$ cat src/rtl/conf_loader.sv
// Host-side configuration initiator: turns a 32-bit command stream into memory
// configuration-port strobes and returns read data / acknowledgements on a response stream.
module conf_loader #(
    parameter int unsigned RD_LAT = 1
) (
    input  logic        clk_i,
    input  logic        rst_ni,
    input  logic        cmd_valid,
    output logic        cmd_ready,
    input  logic [31:0] cmd_data,
    output logic        rsp_valid,
    input  logic        rsp_ready,
    output logic [31:0] rsp_data,
    output logic        conf_sel,
    output logic        conf_rden,
    output logic        conf_wren,
    output logic [31:0] conf_addr,
    output logic [31:0] conf_wdata,
    input  logic [31:0] conf_rdata
);

    localparam logic [3:0] OP_WRITE = 4'h1;
    localparam logic [3:0] OP_READ  = 4'h2;
    localparam logic [3:0] OP_START = 4'h3;
    localparam logic [3:0] OP_HALT  = 4'h4;

    typedef enum logic [2:0] {
        S_IDLE,
        S_ADDR,
        S_WR_DATA,
        S_RD_ISSUE,
        S_RD_WAIT,
        S_RD_RSP,
        S_ACK
    } state_t;

    state_t      state_q, state_d;
    logic        run_q;
    logic [3:0]  op_q;
    logic [15:0] n_q;
    logic [15:0] cnt_q;
    logic [31:0] addr_q;
    logic [1:0]  wait_q;

    logic [3:0]  hdr_op;
    logic [15:0] hdr_n;
    logic        hdr_xfer;
    logic        cmd_fire;
    logic        last_wait;
    logic        unused_hdr;

    assign hdr_op     = cmd_data[31:28];
    assign hdr_n      = cmd_data[15:0];
    assign hdr_xfer   = (hdr_op == OP_WRITE) || (hdr_op == OP_READ);
    assign unused_hdr = ^cmd_data[27:16];
    assign last_wait  = (wait_q == 2'(RD_LAT - 1));

    // run_q keeps cmd_ready low while in reset and for the first cycle after it.
    assign cmd_ready = run_q &&
                       ((state_q == S_IDLE) || (state_q == S_ADDR) || (state_q == S_WR_DATA));
    assign cmd_fire  = cmd_valid && cmd_ready;

    // Transfers issued while the core runs are sequenced but reported with op 4'hE.
    function automatic logic [31:0] ack_word(input logic [3:0] op, input logic sel,
                                             input logic [15:0] n);
        return {(sel ? op : 4'hE), 12'h000, n};
    endfunction

    always_ff @(posedge clk_i or negedge rst_ni) begin
        if (!rst_ni) state_q <= S_IDLE;
        else         state_q <= state_d;
    end

    always_comb begin
        state_d = state_q;
        unique case (state_q)
            S_IDLE:     if (cmd_fire) state_d = hdr_xfer ? S_ADDR : S_ACK;
            S_ADDR: begin
                if (cmd_fire) begin
                    if (cnt_q == 16'd0)        state_d = S_ACK;
                    else if (op_q == OP_WRITE) state_d = S_WR_DATA;
                    else                       state_d = S_RD_ISSUE;
                end
            end
            S_WR_DATA:  if (cmd_fire && cnt_q == 16'd1) state_d = S_ACK;
            S_RD_ISSUE: state_d = S_RD_WAIT;
            S_RD_WAIT:  if (last_wait) state_d = S_RD_RSP;
            S_RD_RSP:   if (rsp_ready) state_d = (cnt_q == 16'd0) ? S_ACK : S_RD_ISSUE;
            S_ACK:      if (rsp_ready) state_d = S_IDLE;
            default:    state_d = S_IDLE;
        endcase
    end

    always_ff @(posedge clk_i or negedge rst_ni) begin
        if (!rst_ni) begin
            run_q      <= 1'b0;
            op_q       <= 4'h0;
            n_q        <= 16'h0;
            cnt_q      <= 16'h0;
            addr_q     <= 32'h0;
            wait_q     <= 2'd0;
            conf_sel   <= 1'b1;
            conf_wren  <= 1'b0;
            conf_rden  <= 1'b0;
            conf_addr  <= 32'h0;
            conf_wdata <= 32'h0;
            rsp_valid  <= 1'b0;
            rsp_data   <= 32'h0;
        end else begin
            run_q     <= 1'b1;
            conf_wren <= 1'b0;
            conf_rden <= 1'b0;
            unique case (state_q)
                S_IDLE: begin
                    if (cmd_fire) begin
                        op_q  <= hdr_op;
                        n_q   <= hdr_n;
                        cnt_q <= hdr_n;
                        if (!hdr_xfer) begin
                            rsp_valid <= 1'b1;
                            if (hdr_op == OP_START || hdr_op == OP_HALT)
                                rsp_data <= {hdr_op, 12'h000, hdr_n};
                            else
                                rsp_data <= {4'hF, 12'h000, hdr_n};
                            if (hdr_op == OP_START) conf_sel <= 1'b0;
                            if (hdr_op == OP_HALT)  conf_sel <= 1'b1;
                        end
                    end
                end
                S_ADDR: begin
                    if (cmd_fire) begin
                        addr_q <= cmd_data;
                        if (cnt_q == 16'd0) begin
                            rsp_valid <= 1'b1;
                            rsp_data  <= ack_word(op_q, conf_sel, n_q);
                        end else if (op_q == OP_READ) begin
                            conf_rden <= conf_sel;
                            conf_addr <= cmd_data;
                        end
                    end
                end
                S_WR_DATA: begin
                    if (cmd_fire) begin
                        conf_wren  <= conf_sel;
                        conf_addr  <= addr_q;
                        conf_wdata <= cmd_data;
                        addr_q     <= addr_q + 32'd1;
                        cnt_q      <= cnt_q - 16'd1;
                        if (cnt_q == 16'd1) begin
                            rsp_valid <= 1'b1;
                            rsp_data  <= ack_word(op_q, conf_sel, n_q);
                        end
                    end
                end
                // conf_rden is already high here; advance to the next word.
                S_RD_ISSUE: begin
                    addr_q <= addr_q + 32'd1;
                    cnt_q  <= cnt_q - 16'd1;
                    wait_q <= 2'd0;
                end
                S_RD_WAIT: begin
                    if (last_wait) begin
                        rsp_valid <= 1'b1;
                        rsp_data  <= conf_sel ? conf_rdata : 32'h0;
                    end else begin
                        wait_q <= wait_q + 2'd1;
                    end
                end
                S_RD_RSP: begin
                    if (rsp_ready) begin
                        if (cnt_q == 16'd0) begin
                            rsp_data <= ack_word(op_q, conf_sel, n_q);
                        end else begin
                            rsp_valid <= 1'b0;
                            conf_rden <= conf_sel;
                            conf_addr <= addr_q;
                        end
                    end
                end
                S_ACK: begin
                    if (rsp_ready) rsp_valid <= 1'b0;
                end
                default: ;
            endcase
        end
    end

endmodule
$ cat config.mk
export PLATFORM = sky130hd
export DESIGN_NAME = conf_loader
export DESIGN_NICKNAME = d
export VERILOG_FILES = /design/src/rtl/conf_loader.sv
export SDC_FILE = /design/constraint.sdc
export NUM_CORES = 1
export LEC_CHECK = 0
export ABC_AREA = 1
export ABC_CLOCK_PERIOD_IN_PS = 4700
export BUFFER_PORTS_ARGS = -buffer_cell sky130_fd_sc_hd__buf_2
export CORE_MARGIN = 4
export CORE_UTILIZATION = 60
export DETAILED_ROUTE_END_ITERATION = 8
export GPL_ROUTABILITY_DRIVEN = 0
export PLACE_DENSITY = 0.87
export SYNTH_ARGS = -nofsm -noshare
export SYNTH_HDL_FRONTEND = slang
export SYNTH_SLANG_ARGS = --single-unit
$ cat constraint.sdc
create_clock -name clk_i -period 4.7 [get_ports clk_i]
set_input_delay 0.705 -clock clk_i [delete_from_list [all_inputs] [get_ports clk_i]]
set_output_delay 0.705 -clock clk_i [all_outputs]
set_load 0.02 [all_outputs]
==> results.json <==
{
  "regArea_mm2": 0.00436,
  "fillers": 1228,
  "post_cts_buffers": 0,
  "tightestPinTransition_ns": 1.21,
  "die_w_um": 132,
  "hold_viol": 0,
  "crit_arrival_ns": 3.17,
  "dp_hpwl_mm": 18.4,
  "drive_gt1_frac": 0.158,
  "p_total_mw": 8.18,
  "grt-ovfl-total": 0,
  "rows": 45,
  "rsz0062_at_grt": "false",
  "placed_area_mm2": 0.0101,
  "antenna_found_initial": 0,
  "synth_ff_type": "dfrtp_1",
  "post_drt_via_cell_ratio": 5.74,
  "design.core.area_mm2": 0.0152,
  "slew_headroom": 0.194,
  "syn_area_mm2": 0.00930,
  "synthArstFlopShare": 1.00,
  "syn_to_final_growth_pct": 14.7,
  "die_h_um": 132,
  "synth.top_cells.by_count": "nand2_1, dfrtp_1, nor2_1",
  "clk_pin_slew_ns": 0.07,
  "track_usage": 0.303,
  "fin_area_mm2": 0.0107,
  "critPathRequiredTime_ns": 5.02,
  "nets": 1496,
  "clock-sinks": 174,
  "worst_hold_path_type": "in2async",
  "critPathMaxFanout": 33,
  "critPathCaptureType": "register",
  "cts_made_buffers": 17,
  "ys.warnings.count": 0,
  "ys_seq_area_frac": 0.468,
  "ir_drop_mv": 0.584,
  "grt_max_degree": 103,
  "fin_skew_ns": 0.00880,
  "first_iter_violations": 978,
  "placed_cells": 1593,
  "power_density_mw_per_mm2": 767,
  "cp-start-kind": "register",
  "num_vias": 9327,
  "drt_wl_total_mm": 26.3,
  "ctsHoldBuffers": 0,
  "dieArea_mm2": 0.0176,
  "ys_seq_elements": 174,
  "final.min_clock_period_ns": 2.86,
  "report.final.slew_viol_count": 0,
  "multiInputGateArea_mm2": 0.00424,
  "io_pins": 169,
  "cts.path.max_buffers": 2,
  "fmax_mhz": 350,
  "ys_top_cells_by_area": "dfrtp_1, nand2_1, o21ai_0",
  "setup_violations": 0,
  "grt_pass1_vias": 8813,
  "timing.setup.tns_ns": 0,
  "synth_top_cell_by_area": "dfrtp_1",
  "drtPass1Iterations": 6,
  "synth_edf_count": 0,
  "synth_top_area_frac": 0.466,
  "cts_resized": 0,
  "htree_levels": 4,
  "cts_tree": "built",
  "io_buffer_count": 168,
  "antenna_left": 0,
  "place_ws_ns": 1.73,
  "instances_no_fill": 1625,
  "critPathKind": "reg2reg",
  "max_cap_violations": 0,
  "synth.most_common_cell": "nand2_1",
  "antenna_cells": 0,
  "grt_pass1_wl_mm": 43.5,
  "syn-instance-count": 1287,
  "setup_ws_ns": 1.84,
  "avgSynthCellArea_um2": 7.22,
  "fin_crit_sh": 0.607,
  "outcome": "finished, final reports clean",
  "wire_per_inst_um": 16.2,
  "drc": 0,
  "clock_latency_ns": 0.43,
  "synth_fp_nets": 1359,
  "p_leak_nw": 5.50,
  "ys_types": 37,
  "root_buffer": "clkbuf_16",
  "start_util": 0.612
}
-- worst max-delay path, stage by stage, from the launching register on --
cell and delay, ns:
dfrtp_1 0.46, nor2_4 0.18, nand2_1 0.13, nor2_1 0.22, nand2_1 0.10, nand2_1 0.10, nand2_1 0.11, nor2_4 0.58
nand2_2 0.56, nand2_1 0.22, nand2_1 0.07
-- cell usage in the layout, fill, tap and decap left out, types with 3 or more instances in the layout --
cell type | synthesis | routed
clkinv_2 | 1 | 3
nor2_1 | 141 | 140
inv_8 | 0 | 4
nand3b_1 | 14 | 14
nand2_2 | 4 | 5
buf_4 | 7 | 5
nor2_2 | 4 | 5
inv_6 | 0 | 3
ha_1 | 4 | 4
dfrtp_1 | 173 | 173
nor2_4 | 4 | 4
a31oi_1 | 10 | 10
buf_2 | 30 | 167
nand2_1 | 448 | 447
nor3_1 | 5 | 5
clkbuf_16 | 0 | 17
xor2_1 | 5 | 5
clkinv_4 | 0 | 3
xnor2_1 | 5 | 5
nand3_1 | 93 | 93
inv_2 | 3 | 3
nand4_1 | 4 | 4
o21ai_1 | 30 | 30
a21oi_1 | 43 | 43
inv_1 | 101 | 101
o21ai_0 | 127 | 127
-- kinds of logic (layout without fill, tap and decap cells) --
logic type,count (synthesis),in the layout,synth area share
compound gates,217,217,0.121
xor+xnor,10,10,0.00942
fa+ha+maj,4,4,0.00538
buf+inv,160,310,0.0764
flops,174,174,0.468
other cells,1,1,0.000403
simple gates,721,721,0.319
-- area by class of cell --
type / instances / area share
Tap cell: 188 / 0.0221
Timing Repair Buffer: 173 / 0.0829
Sequential cell: 174 / 0.408
Inverter: 105 / 0.0371
Multi-Input combinational cell: 953 / 0.397
Clock inverter: 14 / 0.0123
Clock buffer: 18 / 0.0402
-- power by group --
part,total (mW),switching [mW],internal (mW)
combinational,4.09,2.87,1.22
sequential,2.74,0.534,2.20
clock,1.35,0.653,0.700
total,8.18,4.06,4.12
-- routing by layer --
metal | vias up | global-route usage | share of wire
met5 | - | 0 | 0
met4 | 0 | 0.127 | 0.041
li1 | 4392 | - | -
met3 | 81 | 0.0707 | 0.11
met2 | 576 | 0.468 | 0.44
met1 | 4278 | 0.415 | 0.41
-- path summary, 6_finish.rpt --
check | from | to | slack (ns) | depth (start not counted)
max | cnt_q[8] | rsp_data[12] | 1.84 | 10
min | rst_ni | rsp_data[26] | 0.35 | 1
max reg2reg | cnt_q[8] | rsp_data[12] | 1.84 | 10
min reg2reg | rsp_valid | rsp_valid | 0.47 | 2
max in group asynchronous | rst_ni | conf_wdata[17] | 3.28 | 2
min in group clk_i | rsp_valid | rsp_valid | 0.47 | 2
-- sequential cells by signal, summed over array words and instances, names as in the netlist --
name / cells
cnt_q: 16
rsp_valid: 1
conf_rden: 1
wait_q: 2
conf_addr: 32
n_q: 16
op_q: 4
conf_wren: 1
addr_q: 32
rsp_data: 32
conf_sel: 1
conf_wdata: 32
run_q: 1
state_q: 3
-- through the flow --
stage	utilization	hold WS [ns]
floorplan	-	0.409
global placement	0.665	0.451
detailed placement	0.665	0.453
CTS	0.702	0.417
global route	0.702	0.447
finish	0.702	0.353
Power figures use the tool's default switching activity.
